## src/rtl/cpu_run_pkg.sv

```systemverilog
// Shared types and constants for the CPU run sequencer: state encoding,
// reset-vector constants and small state-decode helpers used by the
// registered output logic.
package cpu_run_pkg;

  localparam int STATE_W = 3;

  typedef enum logic [STATE_W-1:0] {
    ST_IDLE,
    ST_RESET,
    ST_RUN,
    ST_DRAIN,
    ST_RD,
    ST_CAP,
    ST_OUT,
    ST_DONE
  } state_t;

  // Wide enough for any sensible reset fan-out; the top slices NUM_RST bits.
  localparam int RST_MAX = 64;
  localparam logic [RST_MAX-1:0] RST_ALL  = {RST_MAX{1'b1}};
  localparam logic [RST_MAX-1:0] RST_NONE = {RST_MAX{1'b0}};

  // CPU blocks are held in reset while idle and during the reset window.
  function automatic logic holds_reset(input state_t s);
    return s inside {ST_IDLE, ST_RESET};
  endfunction

  // Instruction fetch is only useful while the program can execute.
  function automatic logic im_on(input state_t s);
    return s inside {ST_RESET, ST_RUN};
  endfunction

  // Data memory stays live through drain and dump so writeback lands and can be read.
  function automatic logic dm_on(input state_t s);
    return s inside {ST_RESET, ST_RUN, ST_DRAIN, ST_RD, ST_CAP, ST_OUT};
  endfunction

  function automatic logic is_busy(input state_t s);
    return !(s inside {ST_IDLE, ST_DONE});
  endfunction

endpackage

```

## src/rtl/cpu_run_if.sv

```systemverilog
// Bundle for the data-memory debug-read port and the dump stream.
//
// Handshake: a dump word transfers on a rising edge where dump_valid and
// dump_ready are both high. Once dump_valid rises, dump_addr/dump_data/
// dump_last hold stable until that transfer; dump_valid never depends
// combinationally on dump_ready, so the sink may tie dump_ready high.
// dm_rd_data is expected exactly one cycle after a dm_rd_en strobe.
interface cpu_run_if #(
  parameter int DM_AW  = 9,
  parameter int DATA_W = 32
);
  logic              dm_rd_en;
  logic [DM_AW-1:0]  dm_rd_addr;
  logic [DATA_W-1:0] dm_rd_data;

  logic              dump_valid;
  logic              dump_ready;
  logic [DM_AW-1:0]  dump_addr;
  logic [DATA_W-1:0] dump_data;
  logic              dump_last;

  modport master (
    output dm_rd_en, dm_rd_addr,
    input  dm_rd_data,
    output dump_valid, dump_addr, dump_data, dump_last,
    input  dump_ready
  );

  modport slave (
    input  dm_rd_en, dm_rd_addr,
    output dm_rd_data,
    input  dump_valid, dump_addr, dump_data, dump_last,
    output dump_ready
  );
endinterface

```

## src/rtl/sat_counter.sv

```systemverilog
// Loadable up/down counter that clamps at zero and at all-ones instead of
// wrapping. Load has priority over decrement, decrement over increment.
module sat_counter #(
  parameter int W = 8
) (
  input  logic         clk,
  input  logic         rst_n,
  input  logic         load,
  input  logic [W-1:0] load_val,
  input  logic         dec,
  input  logic         inc,
  output logic [W-1:0] count
);

  localparam logic [W-1:0] CNT_MAX = {W{1'b1}};

  // Count register with saturation at both ends.
  always_ff @(posedge clk or negedge rst_n) begin
    if (!rst_n) begin
      count <= '0;
    end else if (load) begin
      count <= load_val;
    end else if (dec) begin
      if (count != '0) count <= count - W'(1);
    end else if (inc) begin
      if (count != CNT_MAX) count <= count + W'(1);
    end
  end

endmodule

```

## src/rtl/cpu_run_controller.sv

```systemverilog
// Run sequencer for the pipelined CPU: holds the CPU in reset, releases it,
// runs until end_program or timeout, lets the pipeline drain, then streams
// every data-memory word out over the dump port. All outputs are registered
// from the next state so they change cleanly on the clock edge.
module cpu_run_controller
  import cpu_run_pkg::*;
#(
  parameter int NUM_RST      = 11,
  parameter int RST_CYCLES   = 4,
  parameter int DRAIN_CYCLES = 5,
  parameter int TIMEOUT      = 4096,
  parameter int CYC_W        = 32,
  parameter int DM_DEPTH     = 512,
  parameter int DM_AW        = 9,
  parameter int DATA_W       = 32
) (
  input  logic               clk,
  input  logic               rst_n,
  input  logic               start,
  input  logic               end_program,
  output logic [NUM_RST-1:0] rst_out,
  output logic               ins_en,
  output logic               dm_en,
  cpu_run_if.master          bus,
  output logic [CYC_W-1:0]   cycle_count,
  output logic               busy,
  output logic               done,
  output logic               timed_out,
  output state_t             state_dbg
);

  localparam int PH_MAX = (RST_CYCLES > DRAIN_CYCLES) ? RST_CYCLES : DRAIN_CYCLES;
  localparam int PH_W   = (PH_MAX < 1) ? 1 : $clog2(PH_MAX + 1);

  localparam logic [DM_AW-1:0] LAST_ADDR    = DM_AW'(DM_DEPTH - 1);
  localparam logic [CYC_W-1:0] TIMEOUT_LAST = CYC_W'(TIMEOUT - 1);
  localparam bit               TIMEOUT_ON   = (TIMEOUT != 0);

  state_t state, state_next;

  logic [PH_W-1:0] ph_cnt;
  logic [PH_W-1:0] ph_val;
  logic            ph_load, ph_dec;
  logic            cyc_clr, cyc_inc;
  logic            to_set, to_clr;
  logic            addr_clr, addr_inc, cap_en;

  logic [DM_AW-1:0]  rd_addr;
  logic              rd_en_q;
  logic              dump_valid_q;
  logic [DM_AW-1:0]  dump_addr_q;
  logic [DATA_W-1:0] dump_data_q;
  logic              dump_last_q;

  // Phase counter: reset-window length, then drain length.
  sat_counter #(.W(PH_W)) u_phase_cnt (
    .clk      (clk),
    .rst_n    (rst_n),
    .load     (ph_load),
    .load_val (ph_val),
    .dec      (ph_dec),
    .inc      (1'b0),
    .count    (ph_cnt)
  );

  // Run-cycle counter, frozen outside RUN and saturating at all-ones.
  sat_counter #(.W(CYC_W)) u_cycle_cnt (
    .clk      (clk),
    .rst_n    (rst_n),
    .load     (cyc_clr),
    .load_val ({CYC_W{1'b0}}),
    .dec      (1'b0),
    .inc      (cyc_inc),
    .count    (cycle_count)
  );

  // State register.
  always_ff @(posedge clk or negedge rst_n) begin
    if (!rst_n) state <= ST_IDLE;
    else        state <= state_next;
  end

  // Next-state logic and the one-cycle control strobes for counters/datapath.
  always_comb begin
    state_next = state;
    ph_load    = 1'b0;
    ph_val     = '0;
    ph_dec     = 1'b0;
    cyc_clr    = 1'b0;
    cyc_inc    = 1'b0;
    to_set     = 1'b0;
    to_clr     = 1'b0;
    addr_clr   = 1'b0;
    addr_inc   = 1'b0;
    cap_en     = 1'b0;
    case (state)
      ST_IDLE, ST_DONE: begin
        if (start) begin
          state_next = ST_RESET;
          ph_load    = 1'b1;
          ph_val     = PH_W'(RST_CYCLES);
          cyc_clr    = 1'b1;
          to_clr     = 1'b1;
          addr_clr   = 1'b1;
        end
      end
      ST_RESET: begin
        if (ph_cnt <= PH_W'(1)) state_next = ST_RUN;
        else                    ph_dec     = 1'b1;
      end
      ST_RUN: begin
        // end_program is checked first so a simultaneous timeout is not flagged.
        if (end_program) begin
          state_next = ST_DRAIN;
          ph_load    = 1'b1;
          ph_val     = PH_W'(DRAIN_CYCLES);
        end else if (TIMEOUT_ON && (cycle_count == TIMEOUT_LAST)) begin
          state_next = ST_DRAIN;
          ph_load    = 1'b1;
          ph_val     = PH_W'(DRAIN_CYCLES);
          to_set     = 1'b1;
        end else begin
          cyc_inc = 1'b1;
        end
      end
      ST_DRAIN: begin
        // A zero drain length still spends one cycle here.
        if (ph_cnt <= PH_W'(1)) state_next = ST_RD;
        else                    ph_dec     = 1'b1;
      end
      ST_RD: begin
        state_next = ST_CAP;
      end
      ST_CAP: begin
        state_next = ST_OUT;
        cap_en     = 1'b1;
      end
      ST_OUT: begin
        if (bus.dump_ready) begin
          if (dump_last_q) begin
            state_next = ST_DONE;
          end else begin
            state_next = ST_RD;
            addr_inc   = 1'b1;
          end
        end
      end
      default: state_next = ST_IDLE;
    endcase
  end

  // Registered Moore outputs decoded from the state being entered.
  always_ff @(posedge clk or negedge rst_n) begin
    if (!rst_n) begin
      rst_out      <= RST_ALL[NUM_RST-1:0];
      ins_en       <= 1'b0;
      dm_en        <= 1'b0;
      rd_en_q      <= 1'b0;
      dump_valid_q <= 1'b0;
      busy         <= 1'b0;
      done         <= 1'b0;
      timed_out    <= 1'b0;
    end else begin
      rst_out      <= holds_reset(state_next) ? RST_ALL[NUM_RST-1:0] : RST_NONE[NUM_RST-1:0];
      ins_en       <= im_on(state_next);
      dm_en        <= dm_on(state_next);
      rd_en_q      <= (state_next == ST_RD);
      dump_valid_q <= (state_next == ST_OUT);
      busy         <= is_busy(state_next);
      done         <= (state_next == ST_DONE);
      if (to_clr)      timed_out <= 1'b0;
      else if (to_set) timed_out <= 1'b1;
    end
  end

  // Dump datapath: read address walks up to the last word and never wraps;
  // the captured word is held until the sink takes it.
  always_ff @(posedge clk or negedge rst_n) begin
    if (!rst_n) begin
      rd_addr     <= '0;
      dump_addr_q <= '0;
      dump_data_q <= '0;
      dump_last_q <= 1'b0;
    end else begin
      if (addr_clr) begin
        rd_addr <= '0;
      end else if (addr_inc && (rd_addr != LAST_ADDR)) begin
        rd_addr <= rd_addr + DM_AW'(1);
      end
      if (cap_en) begin
        dump_data_q <= bus.dm_rd_data;
        dump_addr_q <= rd_addr;
        dump_last_q <= (rd_addr == LAST_ADDR);
      end
    end
  end

  assign bus.dm_rd_en   = rd_en_q;
  assign bus.dm_rd_addr = rd_addr;
  assign bus.dump_valid = dump_valid_q;
  assign bus.dump_addr  = dump_addr_q;
  assign bus.dump_data  = dump_data_q;
  assign bus.dump_last  = dump_last_q;
  assign state_dbg      = state;

endmodule
```

## src/flat_wrapper.sv

```systemverilog
// flat-port wrapper written by rule: the top's interface ports become plain ports
module cpu_run_controller_flat import cpu_run_pkg::*;
#(
  parameter int NUM_RST      = 11,
  parameter int RST_CYCLES   = 4,
  parameter int DRAIN_CYCLES = 5,
  parameter int TIMEOUT      = 4096,
  parameter int CYC_W        = 32,
  parameter int DM_DEPTH     = 512,
  parameter int DM_AW        = 9,
  parameter int DATA_W       = 32
)
  (clk, rst_n, start, end_program, rst_out, ins_en, dm_en, cycle_count, busy, done, timed_out, state_dbg, bus_dm_rd_en, bus_dm_rd_addr, bus_dm_rd_data, bus_dump_valid, bus_dump_addr, bus_dump_data, bus_dump_last, bus_dump_ready);
  cpu_run_if #(.DM_AW(DM_AW), .DATA_W(DATA_W)) bus_i ();
  input  logic clk;
  input  logic rst_n;
  input  logic start;
  input  logic end_program;
  output logic [NUM_RST-1:0] rst_out;
  output logic ins_en;
  output logic dm_en;
  output logic [CYC_W-1:0] cycle_count;
  output logic busy;
  output logic done;
  output logic timed_out;
  output state_t state_dbg;
  output wire logic [$bits(bus_i.dm_rd_en)-1:0] bus_dm_rd_en;
  output wire logic [$bits(bus_i.dm_rd_addr)-1:0] bus_dm_rd_addr;
  input wire logic [$bits(bus_i.dm_rd_data)-1:0] bus_dm_rd_data;
  output wire logic [$bits(bus_i.dump_valid)-1:0] bus_dump_valid;
  output wire logic [$bits(bus_i.dump_addr)-1:0] bus_dump_addr;
  output wire logic [$bits(bus_i.dump_data)-1:0] bus_dump_data;
  output wire logic [$bits(bus_i.dump_last)-1:0] bus_dump_last;
  input wire logic [$bits(bus_i.dump_ready)-1:0] bus_dump_ready;
  assign bus_dm_rd_en = bus_i.dm_rd_en;
  assign bus_dm_rd_addr = bus_i.dm_rd_addr;
  assign bus_i.dm_rd_data = bus_dm_rd_data;
  assign bus_dump_valid = bus_i.dump_valid;
  assign bus_dump_addr = bus_i.dump_addr;
  assign bus_dump_data = bus_i.dump_data;
  assign bus_dump_last = bus_i.dump_last;
  assign bus_i.dump_ready = bus_dump_ready;
  cpu_run_controller #(.NUM_RST(NUM_RST), .RST_CYCLES(RST_CYCLES), .DRAIN_CYCLES(DRAIN_CYCLES), .TIMEOUT(TIMEOUT), .CYC_W(CYC_W), .DM_DEPTH(DM_DEPTH), .DM_AW(DM_AW), .DATA_W(DATA_W)) u_core (.clk(clk), .rst_n(rst_n), .start(start), .end_program(end_program), .rst_out(rst_out), .ins_en(ins_en), .dm_en(dm_en), .bus(bus_i), .cycle_count(cycle_count), .busy(busy), .done(done), .timed_out(timed_out), .state_dbg(state_dbg));
endmodule
```

## config.mk

```make
export PLATFORM = sky130hd
export DESIGN_NAME = cpu_run_controller_flat
export DESIGN_NICKNAME = d
export VERILOG_FILES = /design/src/rtl/cpu_run_pkg.sv /design/src/rtl/cpu_run_if.sv /design/src/rtl/sat_counter.sv /design/src/rtl/cpu_run_controller.sv /design/src/flat_wrapper.sv
export SDC_FILE = /design/constraint.sdc
export NUM_CORES = 1
export LEC_CHECK = 0
export CORE_MARGIN = 8
export CORE_UTILIZATION = 30
export CTS_BUF_LIST = sky130_fd_sc_hd__clkbuf_8
export DETAILED_ROUTE_END_ITERATION = 10
export GPL_TIMING_DRIVEN = 1
export MAX_ROUTING_LAYER = met4
export PLACE_DENSITY = 0.57
export SETUP_SLACK_MARGIN = 0.4
export SYNTH_ARGS = -nofsm -noshare
export SYNTH_HDL_FRONTEND = slang
export SYNTH_SLANG_ARGS = --single-unit
```

## constraint.sdc

```tcl
create_clock -name clk -period 6.51 [get_ports clk]
set_input_delay 0.651 -clock clk [delete_from_list [all_inputs] [get_ports clk]]
set_output_delay 0.651 -clock clk [all_outputs]
set_load 0.05 [all_outputs]
```

==> results of run 1 <==
-- final timing paths --
check	start	endpoint	slack (ps)	depth (start not counted)
min	rst_n	u_core.bus.dump_data[15]	220	1
max	u_core.u_cycle_cnt.count[29]	u_core.u_cycle_cnt.count[4]	3780	6
min in group clk	u_core.bus.dump_addr[5]	u_core.bus.dump_addr[5]	500	2
max in group asynchronous	rst_n	u_core.bus.dump_addr[8]	5110	2
min reg2reg	u_core.bus.dump_addr[5]	u_core.bus.dump_addr[5]	500	2
max reg2reg	u_core.u_cycle_cnt.count[29]	u_core.u_cycle_cnt.count[4]	3780	6
-- per-stage QoR --
step | setup slack, ps | cell area (um^2) | hold WS (ps)
5_1_grt | 3510 | 6300 | 232
4_1_cts | 3790 | 6300 | 210
2_1_floorplan | 3960 | 4630 | 355
3_3_place_gp | 3660 | 6110 | 472
6_report | 3780 | 6300 | 222
3_5_place_dp | 3560 | 6110 | 474
-- cells by family after synthesis --
logic type      after synthesis
mux                          45
fa+ha+maj                     6
xor+xnor                     17
simple gates                149
compound gates               63
buf+inv                      36
flops                        97
-- where the power goes --
group / leakage [nW] / internal, W / total (W) / switching [W]
sequential: 1.25 / 0.000759 / 0.000884 / 0.000125
clock: 0.100 / 0.000151 / 0.000390 / 0.000239
combinational: 1.26 / 0.000495 / 0.00140 / 0.000909
-- synth_stat cells (3+ instances only) --
cell type	count
mux2_2	41
xor2_1	14
o31ai_1	6
or3_1	7
nor2_1	32
or4_1	4
mux2i_1	4
clkbuf_1	12
and4_1	7
ha_1	6
or4_2	4
and2_1	3
and3_1	6
nand4_1	15
nand2_1	26
o21ai_0	17
buf_4	10
nor4_2	4
a21oi_2	3
a21oi_1	16
nor3_1	5
or3_2	6
and3_2	3
dfrtp_1	96
xnor2_1	3
nand3_1	17
o211ai_1	4
inv_1	8
-- layer usage --
metal | vias to the layer above | wire [um] | global-route usage
met2 | 91 | 5760 | 0.197
met3 | 6 | 990 | 0.0527
met4 | 0 | 45 | 0.0354
met1 | 1772 | 5520 | 0.162
met5 | - | 0 | -
li1 | 1745 | - | -
-- area by class of cell --
| type | instances | area [um^2] | share of cell area |
|---|---|---|---|
| Timing Repair Buffer | 143 | 1420 | 0.226 |
| Tap cell | 188 | 235 | 0.0373 |
| Sequential cell | 97 | 2430 | 0.385 |
| Multi-Input combinational cell | 280 | 1990 | 0.316 |
| Inverter | 8 | 30.0 | 0.00476 |
| Clock buffer | 9 | 124 | 0.0197 |
| Clock inverter | 7 | 68.8 | 0.0109 |
-- registers in the layout, summed over array words and instances, names as in the netlist --
name / flops
u_core.ins_en: 1
u_core.timed_out: 1
u_core.state_dbg: 3
u_core.bus.dump_data: 32
u_core.bus.dm_rd_addr: 9
u_core.rst_out: 1
u_core.u_phase_cnt.count: 3
u_core.bus.dump_addr: 9
u_core.done: 1
u_core.bus.dump_last: 1
u_core.bus.dump_valid: 1
u_core.u_cycle_cnt.count: 32
u_core.dm_en: 1
u_core.busy: 1
u_core.bus.dm_rd_en: 1
==> results.sh, run 1 <==
export IMPL_dp_hpwl_um=9060
export IMPL_status="complete, no violations"
export IMPL_grtUsageTotal=0.132
export IMPL_wirelength_um=12300
export IMPL_ys_flop_type="dfrtp_1"
export IMPL_io_pins=141
export IMPL_first_pass_iters=4
export IMPL_synth_top_area_share=0.519
export IMPL_syn_nets=456
export IMPL_rows=45
export IMPL_synth_edff_count=0
export IMPL_hold_viol=0
export IMPL_synth_area_leader_cell="dfrtp_1"
export IMPL_post_drt_wl_per_cell_um=16.8
export IMPL_numPortBuffers=140
export IMPL_seq_area_frac_synth=0.524
export IMPL_final_nets=582
export IMPL_fmax_mhz=366
export IMPL_cts_tree="yes"
export IMPL_num_antenna_cells=0
export IMPL_instances_no_fill=732
export IMPL_ys_types=52
export IMPL_drc=0
export IMPL_finalMaxSlewViolations=0
export IMPL_skew_ps=5.39
export IMPL_mostFrequentLayoutCells="139 x clkdlybuf4s50_1, 96 x dfrtp_1, 41 x mux2_2, 32 x nor2_1, 26 x nand2_1"
export IMPL_critPathBufInv=0
export IMPL_crit_required_ps=6820
export IMPL_vias=3614
export IMPL_crit_path_start_kind="flop"
export IMPL_synthMuxAreaShare=0.108
export IMPL_cp_top_family="simple AND/OR/NAND/NOR gates"
export IMPL_finalPower_w=0.00268
export IMPL_cts_buffers=9
export IMPL_grt_max_degree=61
export IMPL_peakVddDrop_v=0.000250
export IMPL_grt_pass1_vias=3881
export IMPL_slowest_delay_ps=650
export IMPL_setup_viol=0
export IMPL_yosys_area_share_simple=0.185
export IMPL_die_y_um=140
export IMPL_clockBufferDepth=2
export IMPL_syn_avg_cell_area_um2=11.2
export IMPL_crit_chain="nor4_2, nand4_1, or4_1, a21boi_4, o21ai_0, a21oi_1"
export IMPL_max_cap_violations=0
export IMPL_core_region_area_um2=15100
export IMPL_cts_resized=0
export IMPL_power_density_nw_per_um2=425
export IMPL_synth_compound_area_frac=0.0881
export IMPL_antenna_left=0
export IMPL_antenna_found_initial=0
export IMPL_tns_ps=0
export IMPL_clk_pin_slew_worst_paths_ps=100
export IMPL_netlist_area_um2=4630
export IMPL_first_iter_violations=174
export IMPL_htree_num_levels=3
export IMPL_viasPerCell=4.94
export IMPL_critical_path_slowest_cell="or4_1"
export IMPL_initial_core_util=0.306
export IMPL_postLayoutCoreUtil=0.416
export IMPL_p_leak_nw=2.61
export IMPL_worst_ep_arrival_time_ps=3040
export IMPL_grt_overflow=0
export IMPL_gp_congestion=0.776
export IMPL_worst_pin_slew_ps=1040
export IMPL_die_x_um=140
export IMPL_min_path_type="in2async"
export IMPL_synth_top_family_by_area="simple AND/OR/NAND/NOR gates"
export IMPL_synth_xor_area_frac=0.0321
export IMPL_synth_async_reset_ratio=1.00
export IMPL_timing_final_crit_share=0.419
export IMPL_areaGrowthSynthToFinish_pct=36.1
export IMPL_root_buffer="clkbuf_8"
export IMPL_cts_sinks=97
export IMPL_slew_headroom=0.305
export IMPL_finalCriticalPeriod_ps=2730
export IMPL_drive_gt1_frac=0.167
export IMPL_grt_first_pass_wirelength_um=20200
export IMPL_cp_max_fo=28
export IMPL_insertion_delay_ps=380
export IMPL_final_common_cell="clkdlybuf4s50_1"
export IMPL_ys_warn_count=0
export IMPL_synthAdderAreaFrac=0.0162
export IMPL_dp_cells=716
export IMPL_rsz0062_at_grt="false"
export IMPL_cts_setup_buffers=0
export IMPL_die_area_um2=19700
export IMPL_ys_top_cells_by_area="dfrtp_1 52%, mux2_2 10%, xor2_1 2.6%"
export IMPL_worst_setup_path_end_kind="flop"
export IMPL_nFillCells=1459
export IMPL_critPathKind="reg2reg"
export IMPL_synth_ff_latch_count=97
export IMPL_cts_hold_fix_buffers=0
export IMPL_postSynthCellCount=413
Note: power is estimated with default switching activity, not from simulation.
==> run 2: changes to the inputs <==
PLACE_DENSITY = 0.59   (was 0.57)
clock period = 2.4 ns   (was 6.51 ns; I/O delays follow)
==> run 2 against run 1 <==
  * Sequential share of layout area shrank 2.0 points
  * Register-to-register slack lost 3500 ps
  * Critical path depth grew 1
  * Global-route usage grew 0.45 points
  * Largest cell class unchanged
  * Clock skew grew 9.5 ps
==> results.sh, run 2 (synthesized netlist as in run 1, its figures left out) <==
export IMPL_max_cap_violations=0
export IMPL_gp_congestion=0.845
export IMPL_skew_ps=14.9
export IMPL_critPathKind="reg2reg"
export IMPL_grt_max_degree=44
export IMPL_min_path_type="in2async"
export IMPL_antenna_left=0
export IMPL_htree_num_levels=3
export IMPL_mostFrequentLayoutCells="118 x clkdlybuf4s50_1, 62 x dfrtp_1, 41 x mux2_2, 34 x dfrtp_2"
export IMPL_clockBufferDepth=2
export IMPL_core_region_area_um2=15100
export IMPL_startpoint="u_core.u_cycle_cnt.count[0]"
export IMPL_crit_required_ps=2710
export IMPL_num_antenna_cells=0
export IMPL_die_y_um=140
export IMPL_finalMaxSlewViolations=0
export IMPL_tns_ps=0
export IMPL_grt_overflow=0
export IMPL_cp_max_fo=14
export IMPL_reg2reg_depth=7
export IMPL_antenna_found_initial=0
export IMPL_grt_first_pass_wirelength_um=21000
export IMPL_grtUsageTotal=0.136
export IMPL_final_nets=614
export IMPL_final_common_cell="clkdlybuf4s50_1"
export IMPL_cp_top_family="simple AND/OR/NAND/NOR gates"
export IMPL_first_iter_violations=233
export IMPL_viasPerCell=5.00
export IMPL_worst_pin_slew_ps=610
export IMPL_die_area_um2=19700
export IMPL_root_buffer="clkbuf_8"
export IMPL_multiInputGateArea_um2=2140
export IMPL_insertion_delay_ps=380
export IMPL_worst_ep_arrival_time_ps=2430
export IMPL_path_common_cell="and3_4"
export IMPL_rows=45
export IMPL_power_density_nw_per_um2=1090
export IMPL_slowest_delay_ps=600
export IMPL_peakVddDrop_v=0.000752
export IMPL_finalCriticalPeriod_ps=2120
export IMPL_critical_path_slowest_cell="or4_2"
export IMPL_grt_pass1_vias=4086
export IMPL_crit_path_start_kind="flop"
export IMPL_dp_hpwl_um=9270
export IMPL_cts_sinks=97
export IMPL_regToRegSetupSlack_ps=280
export IMPL_hold_viol=0
export IMPL_r2r_start="u_core.u_cycle_cnt.count[0]"
export IMPL_postLayoutCoreUtil=0.447
export IMPL_nFillCells=1396
export IMPL_cp_depth=7
export IMPL_vias=3819
export IMPL_post_drt_wl_per_cell_um=17.2
export IMPL_io_pins=141
export IMPL_critPathBufInv=1
export IMPL_fmax_mhz=471
export IMPL_die_x_um=140
export IMPL_crit_chain="ha_2, and3_4, and3_4, a21boi_4, clkbuf_16, or4_2, a21oi_1"
export IMPL_areaGrowthSynthToFinish_pct=46.2
export IMPL_drc=0
export IMPL_timing_final_crit_share=0.884
export IMPL_worst_setup_path_end_kind="flop"
export IMPL_initial_core_util=0.306
export IMPL_cts_buffers=9
export IMPL_first_pass_iters=4
export IMPL_r2r_end="u_core.u_cycle_cnt.count[17]"
export IMPL_slew_headroom=0.592
export IMPL_numPortBuffers=140
export IMPL_rsz0062_at_grt="true"
export IMPL_status="complete, no violations"
export IMPL_cts_tree="yes"
export IMPL_seq_area_um2=2470
export IMPL_clk_pin_slew_worst_paths_ps=100
export IMPL_setup_viol=0
export IMPL_p_leak_nw=2.94
export IMPL_cp_endpoint="u_core.u_cycle_cnt.count[17]"
export IMPL_wirelength_um=13100
export IMPL_drive_gt1_frac=0.316
run 2: how the worst min path moves through the flow:
stage	start	endpoint	slack [ps]	cells past startpoint
after detailed placement	rst_n	u_core.bus.dump_addr[1]	220	1
after global placement	rst_n	u_core.bus.dump_addr[1]	220	1
after global routing	rst_n	u_core.bus.dump_addr[1]	380	2
final	rst_n	u_core.bus.dump_addr[1]	360	2
after floorplan	rst_n	u_core.bus.dm_rd_addr[0]	-60	0
after CTS	rst_n	u_core.bus.dump_addr[1]	340	2
run 2: power by group:
group / switching (W) / internal (W)
Sequential: 0.000296 / 0.00207
Combinational: 0.00259 / 0.00141
Clock: 0.000620 / 0.000421
run 2: cell type report:
type                       count  share of cell area
sequential                    97               0.365
multi-input combinational    280               0.316
timing repair buffer         175               0.253
tap                          188              0.0347
clock buffer                  10              0.0203
clock inverter                 6             0.00702
inverter                       8             0.00443
run 2: routing by layer:
layer | vias up | GRT usage | wire length [um]
met4 | 0 | 0.0320 | 112
met2 | 130 | 0.216 | 6390
met3 | 10 | 0.0632 | 1130
met1 | 1882 | 0.154 | 5480
met5 | - | - | 0
li1 | 1797 | - | -
run 2: through the flow:
| step | instance area, um^2 | cells | hold slack [ps] | power (W) | worst slack (ps) |
|---|---|---|---|---|---|
| after global routing | 6770 | 764 | 376 | 0.00782 | 166 |
| after detailed placement | 6320 | 729 | 222 | 0.00635 | 120 |
| after floorplan | 4730 | 413 | -55.6 | 0.00508 | 167 |
| after global placement | 6320 | 729 | 218 | 0.00630 | 147 |
| after CTS | 6640 | 758 | 337 | 0.00747 | 287 |
| final | 6770 | 764 | 360 | 0.00741 | 278 |
run 2: timing repair:
item / in CTS / in global routing
cloned: 0 / 1
hold endpoints to repair: 31 / 0
endpoints found under the setup margin: 48 / 48
gates resized for setup: 26 / 21
setup buffers: 12 / 5
hold buffers: 1 / 0
pin swaps: 3 / 8
